[config.mk]
export PLATFORM = sky130hd
export DESIGN_NAME = sl_tx_scheduler
export DESIGN_NICKNAME = d
export VERILOG_FILES = /design/src/rtl/sl_tx_scheduler.sv
export SDC_FILE = /design/constraint.sdc
export NUM_CORES = 1
export LEC_CHECK = 0
export CORE_MARGIN = 2
export CORE_UTILIZATION = 45
export DETAILED_ROUTE_END_ITERATION = 8
export GPL_TIMING_DRIVEN = 0
export PLACE_DENSITY = 0.88
export SYNTH_ARGS = -nofsm -noshare
export SYNTH_HDL_FRONTEND = slang
export SYNTH_SLANG_ARGS = --single-unit
[constraint.sdc]
create_clock -name clk -period 4.5 [get_ports clk]
set_input_delay 0.9 -clock clk [delete_from_list [all_inputs] [get_ports clk]]
set_output_delay 0.9 -clock clk [all_outputs]
set_load 0.02 [all_outputs]
[src/rtl/sl_tx_scheduler.sv]
// sl_tx_scheduler: round-robin arbiter that feeds one 32-bit word at a time
// from four requesters into a single SL transmitter, with start/done
// watchdogs and a fixed idle gap between words.
module sl_tx_scheduler #(
  parameter int unsigned START_WAIT = 64,
  parameter int unsigned DONE_WAIT  = 4096,
  parameter int unsigned GAP_CYCLES = 2
) (
  input  logic         clk,
  input  logic         rst,
  input  logic [3:0]   req_valid,
  input  logic [127:0] req_data,
  input  logic [39:0]  req_config,
  output logic [3:0]   req_ready,
  output logic [3:0]   done,
  output logic [31:0]  tx_data,
  output logic [9:0]   tx_config,
  output logic         tx_send,
  input  logic         tx_busy,
  output logic [1:0]   grant_id,
  output logic         busy,
  output logic         timeout_err
);

  typedef enum logic [2:0] {
    S_IDLE       = 3'd0,
    S_LOAD       = 3'd1,
    S_SEND       = 3'd2,
    S_WAIT_START = 3'd3,
    S_WAIT_DONE  = 3'd4,
    S_GAP        = 3'd5
  } state_e;

  localparam logic [15:0] START_LAST = 16'(START_WAIT - 1);
  localparam logic [15:0] DONE_LAST  = 16'(DONE_WAIT - 1);
  localparam logic [15:0] GAP_LAST   = 16'(GAP_CYCLES - 1);
  localparam logic [9:0]  CFG_RESET  = 10'b0100001000;

  // Round-robin pick: returns {found, index}; the requester right after ptr
  // has highest priority, ptr itself the lowest.
  function automatic logic [2:0] rr_pick(input logic [1:0] ptr, input logic [3:0] valid);
    logic [2:0] res;
    logic [1:0] idx;
    res = 3'b000;
    for (int k = 4; k >= 1; k--) begin
      idx = ptr + 2'(k);
      if (valid[idx]) begin
        res = {1'b1, idx};
      end
    end
    return res;
  endfunction

  state_e      state_q, state_d;
  logic [15:0] cnt_q, cnt_d;
  logic [1:0]  rr_ptr_q, rr_ptr_d;
  logic [1:0]  grant_id_q, grant_id_d;
  logic [31:0] tx_data_q, tx_data_d;
  logic [9:0]  tx_config_q, tx_config_d;
  logic [3:0]  req_ready_q, req_ready_d;
  logic [3:0]  done_q, done_d;
  logic        tx_send_q, tx_send_d;
  logic        timeout_err_q, timeout_err_d;
  logic        busy_q, busy_d;
  logic [2:0]  pick_s;

  // Next-state, counter and registered-output computation.
  always_comb begin
    state_d       = state_q;
    cnt_d         = cnt_q;
    rr_ptr_d      = rr_ptr_q;
    grant_id_d    = grant_id_q;
    tx_data_d     = tx_data_q;
    tx_config_d   = tx_config_q;
    req_ready_d   = 4'b0000;
    done_d        = 4'b0000;
    tx_send_d     = 1'b0;
    timeout_err_d = 1'b0;
    pick_s        = rr_pick(rr_ptr_q, req_valid);
    case (state_q)
      S_IDLE: begin
        // A busy transmitter in IDLE (foreign or residual send) blocks grants.
        if (pick_s[2] && !tx_busy) begin
          state_d     = S_LOAD;
          rr_ptr_d    = pick_s[1:0];
          grant_id_d  = pick_s[1:0];
          tx_data_d   = req_data[{pick_s[1:0], 5'b00000} +: 32];
          tx_config_d = req_config[6'(pick_s[1:0]) * 6'd10 +: 10];
          req_ready_d = 4'b0001 << pick_s[1:0];
        end else begin
          state_d = S_IDLE;
        end
      end
      S_LOAD: begin
        state_d   = S_SEND;
        tx_send_d = 1'b1;
      end
      S_SEND: begin
        state_d = S_WAIT_START;
        cnt_d   = 16'd0;
      end
      S_WAIT_START: begin
        if (tx_busy) begin
          state_d = S_WAIT_DONE;
          cnt_d   = 16'd0;
        end else if (cnt_q >= START_LAST) begin
          state_d       = S_GAP;
          cnt_d         = 16'd0;
          timeout_err_d = 1'b1;
        end else begin
          cnt_d = cnt_q + 16'd1;
        end
      end
      S_WAIT_DONE: begin
        if (!tx_busy) begin
          state_d = S_GAP;
          cnt_d   = 16'd0;
          done_d  = 4'b0001 << grant_id_q;
        end else if (cnt_q >= DONE_LAST) begin
          state_d       = S_GAP;
          cnt_d         = 16'd0;
          timeout_err_d = 1'b1;
        end else begin
          cnt_d = cnt_q + 16'd1;
        end
      end
      S_GAP: begin
        if (cnt_q >= GAP_LAST) begin
          state_d = S_IDLE;
          cnt_d   = 16'd0;
        end else begin
          cnt_d = cnt_q + 16'd1;
        end
      end
      default: begin
        state_d = S_IDLE;
        cnt_d   = 16'd0;
      end
    endcase
    busy_d = (state_d != S_IDLE);
  end

  // State, counter and output registers with synchronous reset.
  always_ff @(posedge clk) begin
    if (rst) begin
      state_q       <= S_IDLE;
      cnt_q         <= 16'd0;
      rr_ptr_q      <= 2'd3;
      grant_id_q    <= 2'd0;
      tx_data_q     <= 32'd0;
      tx_config_q   <= CFG_RESET;
      req_ready_q   <= 4'b0000;
      done_q        <= 4'b0000;
      tx_send_q     <= 1'b0;
      timeout_err_q <= 1'b0;
      busy_q        <= 1'b0;
    end else begin
      state_q       <= state_d;
      cnt_q         <= cnt_d;
      rr_ptr_q      <= rr_ptr_d;
      grant_id_q    <= grant_id_d;
      tx_data_q     <= tx_data_d;
      tx_config_q   <= tx_config_d;
      req_ready_q   <= req_ready_d;
      done_q        <= done_d;
      tx_send_q     <= tx_send_d;
      timeout_err_q <= timeout_err_d;
      busy_q        <= busy_d;
    end
  end

  assign req_ready   = req_ready_q;
  assign done        = done_q;
  assign tx_data     = tx_data_q;
  assign tx_config   = tx_config_q;
  assign tx_send     = tx_send_q;
  assign grant_id    = grant_id_q;
  assign busy        = busy_q;
  assign timeout_err = timeout_err_q;

endmodule
==> PnR_summary.wiki, run 1 <==
{| class="wikitable"
! Metric !! Value
|-
| Result of the run || completed
|-
| Final wirelength || 18400 um
|-
| Highest net fanout along the worst path || 10
|-
| Async SR Flop Fraction || 0
|-
| Transition time at the pin with the least slew margin || 0.708 ns
|-
| Fill cell total of the finished layout || 757
|-
| Synthesis Warnings || 0
|-
| Start-to-end type of the worst setup path || input port to flip-flop
|-
| Share of layout cells above drive strength 1 || 0.110
|-
| Worst Clk Skew || 0.00912 ns
|-
| Fmax || 0.353 GHz
|-
| Hold WC Path Type || flip-flop to flip-flop
|-
| All-layer global routing usage || 0.311
|-
| Horizontal die dimension || 107 um
|-
| Count of nets after finishing || 938
|-
| Cells after synthesis || 522
|-
| Required time worst endpoint || 4.73 ns
|-
| CTS sink count || 76
|-
| Commonest cells after routing, fill and taps aside || clkdlybuf4s50_1 (227), dfxtp_1 (76), nand4_1 (63)
|-
| Final hold viol count || 0
|-
| Number of flops mapped to enable cells by yosys || 0
|-
| Arrival time worst endpoint || 3.06 ns
|-
| Worst Setup End Kind || flip-flop
|-
| Inserted Clock Buffers || 9
|-
| Number of cells on the worst hold path || 1
|-
| Max-slew violation total from the final report || 0
|-
| Std-Cell Rows || 37
|-
| Final TNS setup || 0 ns
|-
| Number of levels in the clock H-tree || 3
|-
| Non-filler cells in the finished layout || 901
|-
| Reg-to-reg startpoint || rr_ptr_q[1]
|-
| Reg2Reg Depth || 7
|-
| Routability-driven placement congestion ratio || 0.877
|-
| Post-cts sizing count || 0
|-
| Overflow left after global routing || 0
|-
| Count of input and output buffers || 227
|-
| Diodes inserted || 0
|-
| Sequential element share of the synthesized area || 0.319
|-
| Library cell occupying the most area in the post-synthesis netlist || dfxtp_1
|-
| Peak ir drop on the vdd network || 152 uV
|-
| Area overhead of the layout relative to synthesis || 55.1%
|-
| Leakage dissipation || 2.80 nW
|-
| Detailed-placement wirelength estimate || 14300 um
|-
| Clock Pin Slew Worst Setup and Hold Paths || 0.08 ns
|-
| Max clock buf depth || 2
|-
| Clock period minus worst slack || 2.84 ns
|-
| Normalized max-slew margin || 0.516
|-
| Clock latency at the later pin of the worst-skew pair || 0.36 ns
|-
| Synthesized area || 4770 um^2
|-
| Total of hold buffers inserted after clock tree synthesis || 0
|-
| Clock tree from TritonCTS || yes
|-
| Worst setup path startpoint || req_valid[1]
|-
| First-pass GRT wire length || 27900 um
|-
| Vias post-DR || 5421
|-
| Vias per inst || 6.02
|-
| Largest net degree at the start of global routing || 13
|-
| DRC violation total after the first TritonRoute iteration || 327
|-
| Vias in the first global route || 5404
|-
| Leading cell type in the layout, fill and taps excluded || clkdlybuf4s50_1
|-
| Floorplan die area || 11500 um^2
|-
| Mean post-synth cell area || 9.15 um^2
|-
| DRC violation count after routing || 0
|-
| Dominant synthesized flop cell || dfxtp_1
|-
| Final Total Pwr || 2.09 mW
|-
| Number of unique standard cell types used by synthesis || 59
|-
| Area of combinational cells with multiple inputs || 2920 um^2
|-
| Syn Nets || 700
|-
| Yosys reg bits || 76
|-
| Sequential cell area in the final layout || 1520 um^2
|-
| Number of placed instances, taps included || 885
|-
| Fraction of the cycle the final worst path needs || 0.630
|-
| Number of max-cap violations || 0
|-
| Unrepaired setup endpoints after global routing || false
|-
| Min-delay src || tx_data[24]
|-
| Number of setup violations in the final report || 0
|-
| Final ANT Viol Nets || 0
|-
| Vertical die dimension || 107 um
|-
| Buffer cell driving the clock tree root || clkbuf_8
|-
| I/O pin count || 230
|-
| Initial cell density of the core || 0.462
|-
| DRT Pass-1 Iters || 5
|-
| Setup Buffers After CTS || 0
|-
| Floorplan core area || 10300 um^2
|-
| Top-area cell type share of the netlist area || 0.319
|-
| Startpoint kind of the worst setup timing path || input port
|-
| Initial antenna violation count || 0
|-
| Largest cells by area after synthesis || dfxtp_1 (32%), mux2i_1 (9.0%), nand4_1 (8.3%)
|-
| Mean routed wirelength per cell || 20.4 um
|-
| Power density of the placed cells || 282 nW/um^2
|}
[power by group]
part / leakage (nW) / switching (mW) / internal, mW
combinational: 2.09 / 0.377 / 0.411
sequential: 0.620 / 0.0435 / 0.736
clock: 0.0917 / 0.272 / 0.245
[worst max-delay path, stage by stage]
cell and delay, ns:
clkdlybuf4s50_1 0.46, or4_4 0.58, buf_6 0.17, clkbuf_1 0.26
and4_1 0.30, a221oi_1 0.27, o21ai_1 0.13
[worst paths after layout]
kind | slack (ns) | endpoint
worst min-delay path | 0.49 | tx_data[24]
worst max register to register | 2.24 | tx_data[10]
worst min register to register | 0.49 | tx_data[24]
worst max-delay path | 1.66 | tx_data[6]
[synthesized netlist by cell type, drive strengths merged (5+ instances only)]
master	count
a2111oi	15
and4	12
mux2	28
nand4	63
and3	6
a221o	26
o21ai	22
dfxtp	76
inv	6
nand2	20
nor2	36
buf	32
clkbuf	26
nor3	5
mux2i	43
nand3	21
a221oi	14
a21oi	10
nor4	6
xor2	7
[logic make-up after synthesis]
family / share of synthesized area
AOI/OAI and AO/OA: 0.181
xor gates and xnor gates: 0.0202
adders and majority gates: 0.00786
buffers and inverters: 0.0692
DFF: 0.319
muxes: 0.175
and+or+nand+nor: 0.228
[layer usage]
metal / vias to the layer above / part of all wire / GRT usage
li1: 2510 / - / -
met1: 2561 / 0.38 / 0.371
met2: 312 / 0.49 / 0.540
met3: 38 / 0.093 / 0.0614
met4: 0 / 0.029 / 0.136
met5: - / 0 / 0
[sequential cells by signal (all words and copies together), names as in the netlist, 2 cells and up]
name	flops
tx_data	32
cnt_q	16
tx_config	10
done	4
req_ready	4
state_q	3
grant_id	2
rr_ptr_q	2
[stage by stage]
stage / cell area [um^2] / worst slack [ns] / utilization / hold slack [ns]
floorplan: 4770 / 2.08 / - / 0.480
global placement: 7220 / 1.40 / 0.699 / 0.470
detailed placement: 7220 / 1.33 / 0.699 / 0.471
CTS: 7410 / 1.71 / 0.717 / 0.496
global route: 7410 / 1.60 / 0.717 / 0.506
finish: 7410 / 1.66 / 0.717 / 0.492
[area by class of cell]
| class | count | area share |
|---|---|---|
| repair buffers | 227 | 0.307 |
| inverters | 6 | 0.00304 |
| well taps | 136 | 0.0230 |
| multi-input cells | 382 | 0.395 |
| flip-flops and latches | 76 | 0.205 |
| plain buffers | 58 | 0.0416 |
| clock inverters | 3 | 0.00270 |
| clock buffers | 13 | 0.0228 |
Power figures use the tool's default switching activity.
==> run 2, diff against run 1 <==
CORE_UTILIZATION = 42   (was 45)
PLACE_DENSITY = 0.83   (was 0.88)
clock period = 2.7 ns   (was 4.5 ns; I/O delays follow)
==> run 2 against run 1 <==
Power increased by 79%. Critical path depth increased by 1. Worst setup slack got worse by 1.4 ns. Critical path type unchanged. Critical endpoint is now tx_config[8]. Largest cell class unchanged.
==> PnR_summary.wiki, run 2 (same netlist as run 1, synthesis figures left out) <==
{| class="wikitable"
! Metric !! Value
|-
| Commonest cells after routing, fill and taps aside || clkdlybuf4s50_1 (227), dfxtp_1 (76), nand4_1 (63)
|-
| Number of levels in the clock H-tree || 3 (unchanged)
|-
| DRC violation count after routing || 0 (unchanged)
|-
| Final ANT Viol Nets || 0 (unchanged)
|-
| DRT Pass-1 Iters || 5 (unchanged)
|-
| Count of input and output buffers || 227 (unchanged)
|-
| Count of nets after finishing || 938 (unchanged)
|-
| Post-cts sizing count || 0 (unchanged)
|-
| Max clock buf depth || 2 (unchanged)
|-
| Vias per inst || 5.90 (-2.0%)
|-
| Reg2Reg Depth || 7 (unchanged)
|-
| Setup Buffers After CTS || 0 (unchanged)
|-
| Clock latency at the later pin of the worst-skew pair || 0.34 ns (-0.02 ns)
|-
| Std-Cell Rows || 38 (+2.7%)
|-
| Floorplan core area || 11000 um^2 (+6.4%)
|-
| I/O pin count || 230 (unchanged)
|-
| Overflow left after global routing || 0 (unchanged)
|-
| Post-detailed-placement cell area || 7220 um^2 (about the same)
|-
| Transition time at the pin with the least slew margin || 0.569 ns (-0.139 ns)
|-
| Power density of the placed cells || 498 nW/um^2 (+77%)
|-
| Worst Clk Skew || 0.00630 ns (-0.00282 ns)
|-
| Max-slew violation total from the final report || 0 (unchanged)
|-
| Clock Pin Slew Worst Setup and Hold Paths || 0.06 ns (-0.02 ns)
|-
| Horizontal die dimension || 111 um (+3.4%)
|-
| Vertical die dimension || 111 um (+3.4%)
|-
| Startpoint kind of the worst setup timing path || input port
|-
| Diodes inserted || 0 (unchanged)
|-
| Leakage dissipation || 2.84 nW (+1.4%)
|-
| Area overhead of the layout relative to synthesis || 56.9%
|-
| Final Total Pwr || 3.73 mW (+79%)
|-
| Number of setup violations in the final report || 0 (unchanged)
|-
| Number of max-cap violations || 0 (unchanged)
|-
| Clock period minus worst slack || 2.46 ns
|-
| First-pass GRT wire length || 29000 um (+3.9%)
|-
| Non-filler cells in the finished layout || 905 (+0.44%)
|-
| Result of the run || completed
|-
| Highest net fanout along the worst path || 10 (unchanged)
|-
| Normalized max-slew margin || 0.611 (+0.0951)
|-
| Peak ir drop on the vdd network || 256 uV (+68%)
|-
| Fraction of the cycle the final worst path needs || 0.910
|-
| Floorplan die area || 12200 um^2 (+6.9%)
|-
| R2R Path End || tx_config[5]
|-
| CTS sink count || 76 (unchanged)
|-
| All-layer global routing usage || 0.294 (-0.0165)
|-
| Buffer cell driving the clock tree root || clkbuf_16
|-
| Arrival time worst endpoint || 2.72 ns (-0.34 ns)
|-
| Share of layout cells above drive strength 1 || 0.108 (-0.00131)
|-
| Routability-driven placement congestion ratio || 0.895 (+2.1%)
|-
| Fmax || 0.407 GHz
|-
| Hold WC Path Type || flip-flop to flip-flop
|-
| Vias post-DR || 5335 (-1.6%)
|-
| Final wirelength || 18500 um (+0.32%)
|-
| Crit path to || tx_config[8]
|-
| Detailed-placement wirelength estimate || 14500 um (+1.5%)
|-
| Worst setup slack for register-to-register paths || 0.50 ns (-1.74 ns)
|-
| Worst Setup End Kind || flip-flop
|-
| Leading cell type in the layout, fill and taps excluded || clkdlybuf4s50_1
|-
| Inserted Clock Buffers || 9 (unchanged)
|-
| Clock tree from TritonCTS || yes
|-
| Reg-to-reg startpoint || state_q[2]
|-
| DRC violation total after the first TritonRoute iteration || 378 (+16%)
|-
| Largest net degree at the start of global routing || 14 (+1)
|-
| Initial antenna violation count || 0 (unchanged)
|-
| Start-to-end type of the worst setup path || input port to flip-flop
|-
| Required time worst endpoint || 2.96 ns (-1.77 ns)
|-
| Initial cell density of the core || 0.435 (-0.0278)
|-
| Final std cell area, no fill || 7490 um^2 (+1.2%)
|-
| Number of placed instances, taps included || 889 (+0.45%)
|-
| Number of flip-flops in the largest register || 32 (unchanged)
|-
| Unrepaired setup endpoints after global routing || false
|-
| Vias in the first global route || 5403 (-0.019%)
|-
| Total of hold buffers inserted after clock tree synthesis || 0 (unchanged)
|-
| Mean routed wirelength per cell || 20.4 um (-0.12%)
|-
| Worst setup path startpoint || req_valid[3]
|-
| Final hold viol count || 0 (unchanged)
|-
| Hold Worst Slack || 0.490 ns (-0.00287 ns)
|}
run 2: cell count changes in the layout (fill, tap and decap cells not counted):
cell        before  now
clkbuf_16        0    9
clkbuf_8        12    0
clkbuf_1        27   28
clkinvlp_4       2    1
clkinv_4         0    3
run 2: final cells by class:
| class | count | area, um^2 |
|---|---|---|
| inverter | 6 | 22.5 |
| fill | 911 | 3490 |
| tap | 140 | 175 |
| clock inverter | 5 | 38.8 |
| multi-input combinational | 382 | 2920 |
| buffer | 58 | 308 |
| clock buffer | 11 | 233 |
| timing repair buffer | 227 | 2270 |
| sequential | 76 | 1520 |
run 2: how the worst min path moves through the flow:
stage / cells after the start / slack (ns) / to / from
2_1_floorplan: 2 / 0.48 / cnt_q[15] / cnt_q[15]
3_3_place_gp: 1 / 0.47 / tx_data[0] / tx_data[0]
3_5_place_dp: 1 / 0.47 / tx_data[28] / tx_data[28]
4_1_cts: 1 / 0.49 / tx_data[28] / tx_data[28]
5_1_grt: 1 / 0.51 / tx_config[5] / tx_config[5]
6_report: 1 / 0.49 / tx_data[15] / tx_data[15]
run 2: through the flow:
| step | setup TNS (ns) | utilization | setup slack (ns) |
|---|---|---|---|
| 5_1_grt | 0 | 0.682 | 0.119 |
| 3_5_place_dp | -1.70 | 0.658 | -0.0684 |
| 6_report | 0 | 0.682 | 0.244 |
| 4_1_cts | 0 | 0.682 | 0.276 |
| 3_3_place_gp | -0.0267 | 0.658 | -0.0142 |
| 2_1_floorplan | 0 | - | 0.641 |
run 2: report_power, final:
group,internal (mW),switching (mW)
Combinational,0.685,0.622
Clock,0.626,0.497
Sequential,1.23,0.0726
run 2: layer usage:
metal | up-vias | global-route usage | share of wire
met3 | 21 | 0.0483 | 0.057
li1 | 2522 | - | -
met2 | 227 | 0.538 | 0.52
met5 | - | 0 | 0
met1 | 2565 | 0.356 | 0.41
met4 | 0 | 0.0767 | 0.017
run 2: worst max-delay path, cell delays in order:
cell             delay, ns
clkdlybuf4s50_1       0.49
and3b_1               0.24
o31ai_2               0.40
buf_2                 0.29
buf_4                 0.22
nand3_1               0.14
mux2_2                0.30
o211ai_1              0.09
==> run 3, diff against run 2 <==
CAP_MARGIN = 10   (was default)
==> results of run 3 <==
Same layout as run 2: the final DEF is identical, and so are final timing and power.
